## config.mk

```make
export PLATFORM = sky130hd
export DESIGN_NAME = fetch_ctrl
export DESIGN_NICKNAME = d
export VERILOG_FILES = /design/src/rtl/fetch_ctrl_pkg.sv /design/src/rtl/fetch_perf_cnt.sv /design/src/rtl/fetch_ctrl.sv
export SDC_FILE = /design/constraint.sdc
export NUM_CORES = 1
export LEC_CHECK = 0
export ABC_AREA = 1
export CELL_PAD_IN_SITES_DETAIL_PLACEMENT = 0
export CELL_PAD_IN_SITES_GLOBAL_PLACEMENT = 1
export CORE_UTILIZATION = 30
export DETAILED_ROUTE_END_ITERATION = 6
export HOLD_SLACK_MARGIN = 0.05
export PLACE_DENSITY = 0.9
export SYNTH_ARGS = -nofsm -noshare
export SYNTH_HDL_FRONTEND = slang
export SYNTH_SLANG_ARGS = --single-unit
```

## constraint.sdc

```tcl
create_clock -name clk -period 1.7 [get_ports clk]
set_input_delay 0.17 -clock clk [delete_from_list [all_inputs] [get_ports clk]]
set_output_delay 0.17 -clock clk [all_outputs]
set_load 0.01 [all_outputs]
```

## src/rtl/fetch_ctrl_pkg.sv

```systemverilog
// Shared definitions for the fetch controller: FSM state encoding,
// pipeline constants and a saturating increment helper.
package fetch_ctrl_pkg;

    typedef enum logic [2:0] {
        ST_RUN      = 3'd0,
        ST_STALL    = 3'd1,
        ST_WAIT_MEM = 3'd2,
        ST_FLUSH    = 3'd3,
        ST_HALT     = 3'd4
    } state_t;

    // Instruction loaded into IF/ID when it is flushed (addi x0, x0, 0).
    localparam logic [31:0] NOP_INSTR = 32'h00000013;

    // First fetch address after reset.
    localparam logic [31:0] RESET_PC  = 32'h00000000;

    // States in which halt/branch/load-use/imem events are evaluated.
    function automatic logic evt_state(input state_t s);
        return (s == ST_RUN) || (s == ST_STALL) || (s == ST_WAIT_MEM);
    endfunction

    // 32-bit increment that sticks at all-ones instead of wrapping.
    function automatic logic [31:0] sat_inc(input logic [31:0] v);
        return (v == 32'hFFFF_FFFF) ? v : v + 32'd1;
    endfunction

endpackage

```

## src/rtl/fetch_perf_cnt.sv

```systemverilog
// Saturating performance counters for the fetch controller.
// Only instantiated when FETCH_CTRL_PERF_EN is defined.
module fetch_perf_cnt
    import fetch_ctrl_pkg::*;
(
    input  logic        clk,
    input  logic        rst,
    input  logic        stall_evt,
    input  logic        flush_evt,
    input  logic        wait_evt,
    output logic [31:0] stall_cycles,
    output logic [31:0] flush_count,
    output logic [31:0] mem_wait_cycles
);

    // Count each event class; synchronous active-low clear.
    always_ff @(posedge clk) begin
        if (!rst) begin
            stall_cycles    <= '0;
            flush_count     <= '0;
            mem_wait_cycles <= '0;
        end else begin
            if (stall_evt) stall_cycles    <= sat_inc(stall_cycles);
            if (flush_evt) flush_count     <= sat_inc(flush_count);
            if (wait_evt)  mem_wait_cycles <= sat_inc(mem_wait_cycles);
        end
    end

endmodule

```

## src/rtl/fetch_ctrl.sv

```systemverilog
// Fetch controller: steers PC and IF/ID/ID-EX enables and flushes for
// redirects, load-use stalls, instruction-memory waits and halt.
// A taken branch is acted on in the same cycle; the other events take
// effect through the STALL, WAIT_MEM and HALT states.
// Optional macro FETCH_CTRL_PERF_EN adds saturating perf counter outputs.
module fetch_ctrl
    import fetch_ctrl_pkg::*;
#(
    parameter int FLUSH_CYCLES = 1,
    parameter int MEM_TIMEOUT  = 15
) (
    input  logic        clk,
    input  logic        rst,
    input  logic        branch_taken_e,
    input  logic [31:0] branch_target_e,
    input  logic        load_use_d,
    input  logic        imem_ready,
    input  logic        halt_req,
    output logic        pc_en,
    output logic        pc_sel,
    output logic [31:0] pc_target,
    output logic        ifid_en,
    output logic        ifid_flush,
    output logic        idex_flush,
    output logic        halted,
    output logic        mem_err
`ifdef FETCH_CTRL_PERF_EN
    ,
    output logic [31:0] stall_cycles,
    output logic [31:0] flush_count,
    output logic [31:0] mem_wait_cycles
`endif
);

    localparam int          TMO_W       = (MEM_TIMEOUT < 2) ? 1 : $clog2(MEM_TIMEOUT + 1);
    localparam logic [TMO_W:0] TMO_LIMIT = (TMO_W + 1)'(MEM_TIMEOUT);
    localparam logic [1:0]  FLUSH_EXTRA = 2'(FLUSH_CYCLES - 1);

    state_t           state;
    logic [1:0]       flush_cnt;
    logic [TMO_W-1:0] timer;
    logic [TMO_W:0]   timer_inc;
    logic [31:0]      pc_target_q;
    logic             do_redirect;

    assign timer_inc = {1'b0, timer} + (TMO_W + 1)'(1);

    // Halt outranks a branch, so a redirect only happens when no halt is pending.
    assign do_redirect = rst && evt_state(state) && !halt_req && branch_taken_e;

    // The redirect target is visible in the same cycle it is resolved.
    assign pc_target = do_redirect ? branch_target_e : pc_target_q;

    // Decode the current state (and a same-cycle redirect) into pipeline controls.
    always_comb begin
        // NOTE: every output gets a default first so no path leaves one unassigned and infers a latch.
        pc_en      = 1'b0;
        pc_sel     = 1'b0;
        ifid_en    = 1'b0;
        ifid_flush = 1'b0;
        idex_flush = 1'b0;
        halted     = 1'b0;
        if (!rst) begin
            ifid_flush = 1'b1;
            idex_flush = 1'b1;
        end else if (do_redirect) begin
            pc_en      = 1'b1;
            pc_sel     = 1'b1;
            ifid_en    = 1'b1;
            ifid_flush = 1'b1;
            idex_flush = 1'b1;
        end else begin
            unique case (state)
                ST_RUN: begin
                    pc_en   = 1'b1;
                    ifid_en = 1'b1;
                end
                ST_STALL: begin
                    idex_flush = 1'b1;
                end
                ST_WAIT_MEM: begin
                    // PC and IF/ID frozen, nothing flushed.
                end
                ST_FLUSH: begin
                    pc_en      = 1'b1;
                    ifid_en    = 1'b1;
                    ifid_flush = 1'b1;
                end
                ST_HALT: begin
                    ifid_flush = 1'b1;
                    halted     = 1'b1;
                end
                default: begin
                    ifid_flush = 1'b1;
                    idex_flush = 1'b1;
                end
            endcase
        end
    end

    // State, flush down-counter, imem wait timer, redirect target and sticky error.
    always_ff @(posedge clk) begin
        // NOTE: registered state uses non-blocking assignments so every flop samples pre-edge values.
        if (!rst) begin
            state       <= ST_RUN;
            flush_cnt   <= 2'd0;
            timer       <= '0;
            pc_target_q <= RESET_PC;
            mem_err     <= 1'b0;
        end else begin
            if (do_redirect) pc_target_q <= branch_target_e;
            unique case (state)
                ST_RUN, ST_STALL, ST_WAIT_MEM: begin
                    if (halt_req) begin
                        state <= ST_HALT;
                        timer <= '0;
                    end else if (branch_taken_e) begin
                        timer <= '0;
                        if (FLUSH_CYCLES > 1) begin
                            state     <= ST_FLUSH;
                            flush_cnt <= FLUSH_EXTRA;
                        end else begin
                            state <= ST_RUN;
                        end
                    end else if (load_use_d && state != ST_STALL) begin
                        // A load-use still asserted in STALL must not stretch the stall.
                        state <= ST_STALL;
                        timer <= '0;
                    end else if (!imem_ready) begin
                        if (state == ST_WAIT_MEM) begin
                            if (timer_inc >= TMO_LIMIT) begin
                                state   <= ST_HALT;
                                mem_err <= 1'b1;
                                timer   <= '0;
                            end else begin
                                timer <= timer_inc[TMO_W-1:0];
                            end
                        end else begin
                            state <= ST_WAIT_MEM;
                            timer <= '0;
                        end
                    end else begin
                        state <= ST_RUN;
                        timer <= '0;
                    end
                end
                ST_FLUSH: begin
                    if (flush_cnt <= 2'd1) begin
                        state     <= ST_RUN;
                        flush_cnt <= 2'd0;
                    end else begin
                        flush_cnt <= flush_cnt - 2'd1;
                    end
                end
                ST_HALT: begin
                    state <= ST_HALT;
                end
                default: begin
                    state <= ST_RUN;
                end
            endcase
        end
    end

`ifdef FETCH_CTRL_PERF_EN
    logic stall_evt;
    logic wait_evt;

    // Classify the cycle for the perf counters; a redirect overrides stall/wait.
    always_comb begin
        stall_evt = rst && !do_redirect && (state == ST_STALL);
        wait_evt  = rst && !do_redirect && (state == ST_WAIT_MEM);
    end

    fetch_perf_cnt u_perf (
        .clk             (clk),
        .rst             (rst),
        .stall_evt       (stall_evt),
        .flush_evt       (do_redirect),
        .wait_evt        (wait_evt),
        .stall_cycles    (stall_cycles),
        .flush_count     (flush_count),
        .mem_wait_cycles (mem_wait_cycles)
    );
`endif

endmodule
```

# Word-level counts from Yosys, hierarchy flattened
# Cells that the tools add are included.
word_totals:
  ff_bits: 42
  mem_bits_ro: 0
  memories: 0
  latchBits: 0
  output_inout_bits: 39
  mem_bits_rw: 0
  elab_cells: 63
classes:
  bitwise_logic: 4
  div_mod_pow: 0
  order_cmp: 2
  n_reduce_logical: 13
  mux: 30
  eq_ne: 7
  shift: 0
  n_mul: 0
  addsub: 2
ops:
  columns: ["op", "count"]
  rows:
  - ["$mux 32", 1]
  - ["$mux 4", 6]
  - ["$mux 3", 7]
  - ["$mux 1", 14]
  - ["$pmux 3 s3", 1]
  - ["$ne 7x6->1 const B", 1]
  - ["$reduce_and 7->1", 1]
  - ["$eq 3x2->1 const B", 2]
  - ["$add 4x1->5 const B", 1]
  - ["$ge 5x4->1 const B", 1]
  - ["$logic_and 1x1->1", 4]
  - ["$not 1->1", 4]
  - ["$reduce_or 4->1", 1]
  - ["$eq 3x1->1 const B", 1]
  - ["$eq 3x3->1 const B", 1]
  - ["$logic_not 3->1", 1]
  - ["$ne 3x1->1 const B", 1]
  - ["$reduce_or 3->1", 1]
  - ["$le 2x1->1 const B", 1]
  - ["$logic_or 1x1->1", 2]
  - ["$mux 2", 1]
  - ["$ne 2x2->1 const B", 1]
  - ["$reduce_and 2->1", 1]
  - ["$reduce_or 2->1", 1]
  - ["other kinds (2)", 2]

# Logic depth before layout (Yosys ltp)
depth:
  ltp_word: 9
  depth_mapped: 10
  ltp_nobuf: 10

# Worst setup path after synthesis
# No wires, ideal clock.
synth_timing:
  path_kind: "flip-flop to output port"
  from: "register state[2]"
  to: "output port pc_en"
  path_stages_with_launch: 9
  arrival_time_ns: 1.493
  path_slack_ns: 0.037
  cell_sequence: "dfxtp_1 > inv_1 > nand2_1 > nor4_4 > buf_6 > buf_6 > inv_1 > o21ai_0 > buf_4"
synth_between:
  elab_chain_cells: 8
  word_cells_on_any_way: 13
  classes_between: "3 x eq/ne; 3 x mux; 7 x reduce/logical"
synth_lines:
  columns: ["item", "line_no", "source"]
  rows:
  - ["start: declaration", "fetch_ctrl.sv:39", "state_t state;"]
  - ["start signal: assignment", "fetch_ctrl.sv:105", "state <= ST_RUN;"]
  - ["start signal: assignment", "fetch_ctrl.sv:115", "state <= ST_HALT;"]
  - ["start signal: assignment", "fetch_ctrl.sv:120", "state <= ST_FLUSH;"]
  - ["$eq 3x1->1 / $logic_not 3->1 (equally long branches)", null, null]
  - ["$logic_or 1x1->1 (2 in a row)", "fetch_ctrl_pkg.sv:21", "return (s == ST_RUN) || (s == ST_STALL) || (s == ST_WAIT_MEM);"]
  - ["$logic_and 1x1->1 (3 in a row)", "fetch_ctrl.sv:49", "assign do_redirect = rst && evt_state(state) && !halt_req && branch_taken_e;"]
  - ["$mux 1 (*) (2 in a row)", null, null]
  - ["end: declaration", "fetch_ctrl.sv:19", "output logic pc_en,"]
# Every way passes the cells marked *; elsewhere a longest branch is shown, timed or not.

# Worst setup path in the final report
layout_timing:
  from: "register state[1]"
  to: "output port pc_target[4]"
layout_between:
  elab_chain_cells: 7
  word_cells_on_any_way: 9
  classes_between: "2 x eq/ne; 1 x mux; 6 x reduce/logical"
layout_lines:
  columns: ["item", "line_no", "source"]
  rows:
  - ["$eq 3x1->1 / $logic_not 3->1 (equally long branches)", "fetch_ctrl_pkg.sv:21", null]
  - ["$logic_or 1x1->1", "fetch_ctrl_pkg.sv:21", null]
  - ["$logic_or 1x1->1 (*)", "fetch_ctrl_pkg.sv:21", null]
  - ["$logic_and 1x1->1 (*) (3 in a row)", "fetch_ctrl.sv:49", null]
  - ["$mux 32 (*)", null, null]
  - ["end: declaration", "fetch_ctrl.sv:21", "output logic [31:0] pc_target,"]
# Marks and branches as above.

==> impl_metrics.py <==
metrics = {
    "cells_and_area": {
        "layout-drive-gt1-share_pct": 44.91,
        "nNetsFinal": 491,
        "fillers": 573,
        "synthToLayoutAreaGrowth_pct": 89.57,
        "stdcell_area_mm2": 0.003821,
        "n_antenna_cell": 0,
        "finalNonFillerCells": 529,
    },
    "pwr": {
        "vdd_ir_drop_max_uv": 266.1,
        "powerDensity_mw_per_mm2": 641.2,
        "swShare_pct": 25.58,
        "p_switching_mw": 0.6267,
        "seq_power_share_pct": 42.7,
        "combPwrFrac_pct": 27.7,
        "p_int_mw": 1.823,
        "clockPowerShare_pct": 29.6,
        "p_leak_nw": 2.104,
    },
    "floorplanning": {
        "initial_core_util_pct": 31.39,
        "die_area_mm2": 0.007051,
        "die_x_um": 83.97,
        "rows": 29,
        "core-area_mm2": 0.006422,
        "io_pins": 77,
        "die_h_um": 83.97,
    },
    "sta": {
        "fmaxAchievable_mhz": 515.7,
        "final_hold_viol_count": 0,
        "drv_slew": 0,
        "relSlewSlack_pct": 69.05,
        "worstMarginPinSlew_ns": 0.4643,
        "setup_ws_ns": -0.2389,
        "rsz0062_at_grt": "true",
        "hold_ws_ns": 0.3717,
        "finalCritPeriodShare_pct": 114.1,
        "finalClockSkew_ns": 0.003492,
        "fin_crit_ns": 1.939,
        "fin_tns_setup_ns": -6.118,
        "setup_violations": 37,
    },
    "setup_path": {
        "criticalPathCategory": "flop to primary output",
        "cp-start-kind": "flop",
        "reg2reg_depth": 11,
        "critPathRequiredTime_ns": 1.53,
        "crit_chain": "nand2_4 -> nand2_4 -> nor4_4 -> buf_6 -> buf_6 -> buf_16 -> buf_4 -> o21ai_2 -> inv_1 -> buf_2",
        "max_stage_delay_ns": 0.34,
        "cp_slowest_cell": "dfxtp_2",
        "r2r_slack_ns": 0.02,
        "end_kind": "primary output",
        "critPathMaxFanout": 6,
        "crit_arrival_ns": 1.77,
    },
    "cts": {
        "cts_tree": "built",
        "clk_path_buf_depth": 2,
        "cts_sinks": 42,
        "cts_made_buffers": 5,
        "clkLatencyLatePin_ns": 0.28,
        "hold_buffers": 0,
        "cts-root-buf": "clkbuf_8",
        "path_clk_slew_ns": 0.08,
        "h-tree-depth": 2,
    },
    "yosys": {
        "synth_common_cells": "inv_1 (80), nand2_1 (55), nor2_1 (43)",
        "syn-cell-area_mm2": 0.002016,
        "synth_top_cell_by_area": "dfxtp_1",
        "synth.yosys.seq_area_share_pct": 41.71,
        "syn-num-nets": 335,
        "synthTopCellsByArea": "dfxtp_1 (42%), inv_1 (15%), nand2_1 (10%), nor2_1 (8.0%), o21ai_2 (7.8%)",
        "syn_area_per_cell_um2": 6.833,
        "synthDistinctLibCells": 20,
        "synth_cells": 295,
        "synth_edf_count": 0,
        "synth.most_common_cell": "inv_1",
        "synth_top_area_share_pct": 41.71,
        "yosys_warnings": 0,
        "ys_ff_latch": 42,
        "synth_flop_cell": "dfxtp_1",
        "ys_async_sr_fraction_pct": 0,
    },
    "place": {
        "gp_congestion": 0.7934,
        "dp_hpwl_mm": 3.425,
        "post-place-ws_ns": -0.5248,
        "portBuffers": 76,
        "dp_cells": 484,
        "placed_area_mm2": 0.003177,
    },
    "detailed_routing": {
        "viasPerCell": 4.325,
        "drt-total-wl_mm": 5.845,
        "drt-wirelength-per-cell_um": 11.05,
        "drt_iter0_markers": 55,
        "route.detailed.drc": 13,
        "vias": 2288,
        "drtPass1Iterations": 6,
        "ant_nets": 0,
    },
    "status": {
        "outcome": "finished with violations",
        "violations": "design-rule violations, negative setup slack",
    },
    "global_routing": {
        "grt_pass1_wl_mm": 8.956,
        "antenna_found_initial": 0,
        "grt_max_degree": 41,
        "grt_util_all_layers_pct": 15.47,
        "grt_pass1_vias": 2140,
        "globalRoute.totalOverflow": 0,
    },
    "worst_hold_path": {
        "min_path_type": "input pin to flop",
        "whs_path_depth": 4,
    },
    "run": {
        "cap_violations": 0,
    },
}
sequential cells by signal, summed over array words and instances, names as in the netlist:
| signal | count |
|---|---|
| flush_cnt | 2 |
| state | 3 |
| mem_err | 1 |
| pc_target_q | 32 |
| timer | 4 |
power by group through the flow:
stage,clock network (mW),registers [mW],logic (mW)
detailed placement,0,1.06,0.574
CTS,0.750,1.04,0.593
floorplan,0,1.06,0.218
global route,0.797,1.05,0.737
finish,0.725,1.05,0.680
global placement,0,1.06,0.570
through the flow:
step	utilization, %	power [mW]
after detailed placement	49.46	1.636
after global placement	49.46	1.631
final	59.50	2.450
after global routing	59.50	2.585
after CTS	54.82	2.385
after floorplan	-	1.278
what timing repair did:
action | in CTS | in global routing
gates cloned | 3 | 1
pin swaps | 4 | 7
buffers inserted | 27 | 17
setup endpoints to repair | 38 | 42
endpoints found under the hold margin | 0 | 0
resized for setup | 192 | 73
critical path, delay by kind of cell (launching register included):
kind / cells / cell delay (ns)
AND/OR/NAND/NOR: 3 / 0.36
AO/OA/AOI/OAI: 1 / 0.05
buffers and inverters: 6 / 0.73
flip-flops: 1 / 0.34
worst paths after layout:
path / from / to
setup reg to reg: state[1]$_SDFFE_PN0P_ / pc_target_q[5]$_SDFF_PN0_
hold / removal: branch_taken_e / state[0]$_SDFFE_PN0P_
setup / recovery: state[1]$_SDFFE_PN0P_ / pc_target[4]
hold reg to reg: mem_err$_SDFFE_PN0P_ / mem_err$_SDFFE_PN0P_
layout make-up:
type / count / area [µm²] / area share (%)
clock buffer: 8 / 110.1 / 2.881
inverter: 81 / 311.5 / 8.153
multi-input combinational: 160 / 1045 / 27.34
sequential: 42 / 844.6 / 22.10
tap: 77 / 96.34 / 2.521
timing repair buffer: 161 / 1414 / 37.00
cells by family after synthesis:
| family | Yosys count | synth area share [%] |
|---|---|---|
| and+or+nand+nor | 114 | 23.46 |
| buffers and inverters | 93 | 19.12 |
| AOI/OAI and AO/OA | 44 | 14.46 |
| DFF | 42 | 41.71 |
| adders and majority gates | 2 | 1.241 |
per-layer routing:
metal	global-route usage [%]	wire length, µm
met4	4.389	35
met2	30.03	3166
met1	16.93	2403
met5	0	0
met3	2.770	239
placed cells by master, fill, tap and decap left out, drive strengths merged, types with 2 or more instances in the layout:
| cell type | instances |
|---|---|
| dlygate4sd2 | 3 |
| clkbuf | 10 |
| clkdlybuf4s50 | 35 |
| buf | 121 |
| nand3 | 8 |
| o21ai | 35 |
| inv | 81 |
| ha | 2 |
| nand2 | 55 |
| a21oi | 8 |
| nor2 | 43 |
| dfxtp | 42 |
| nand4 | 5 |
(Power assumes the default switching activity.)
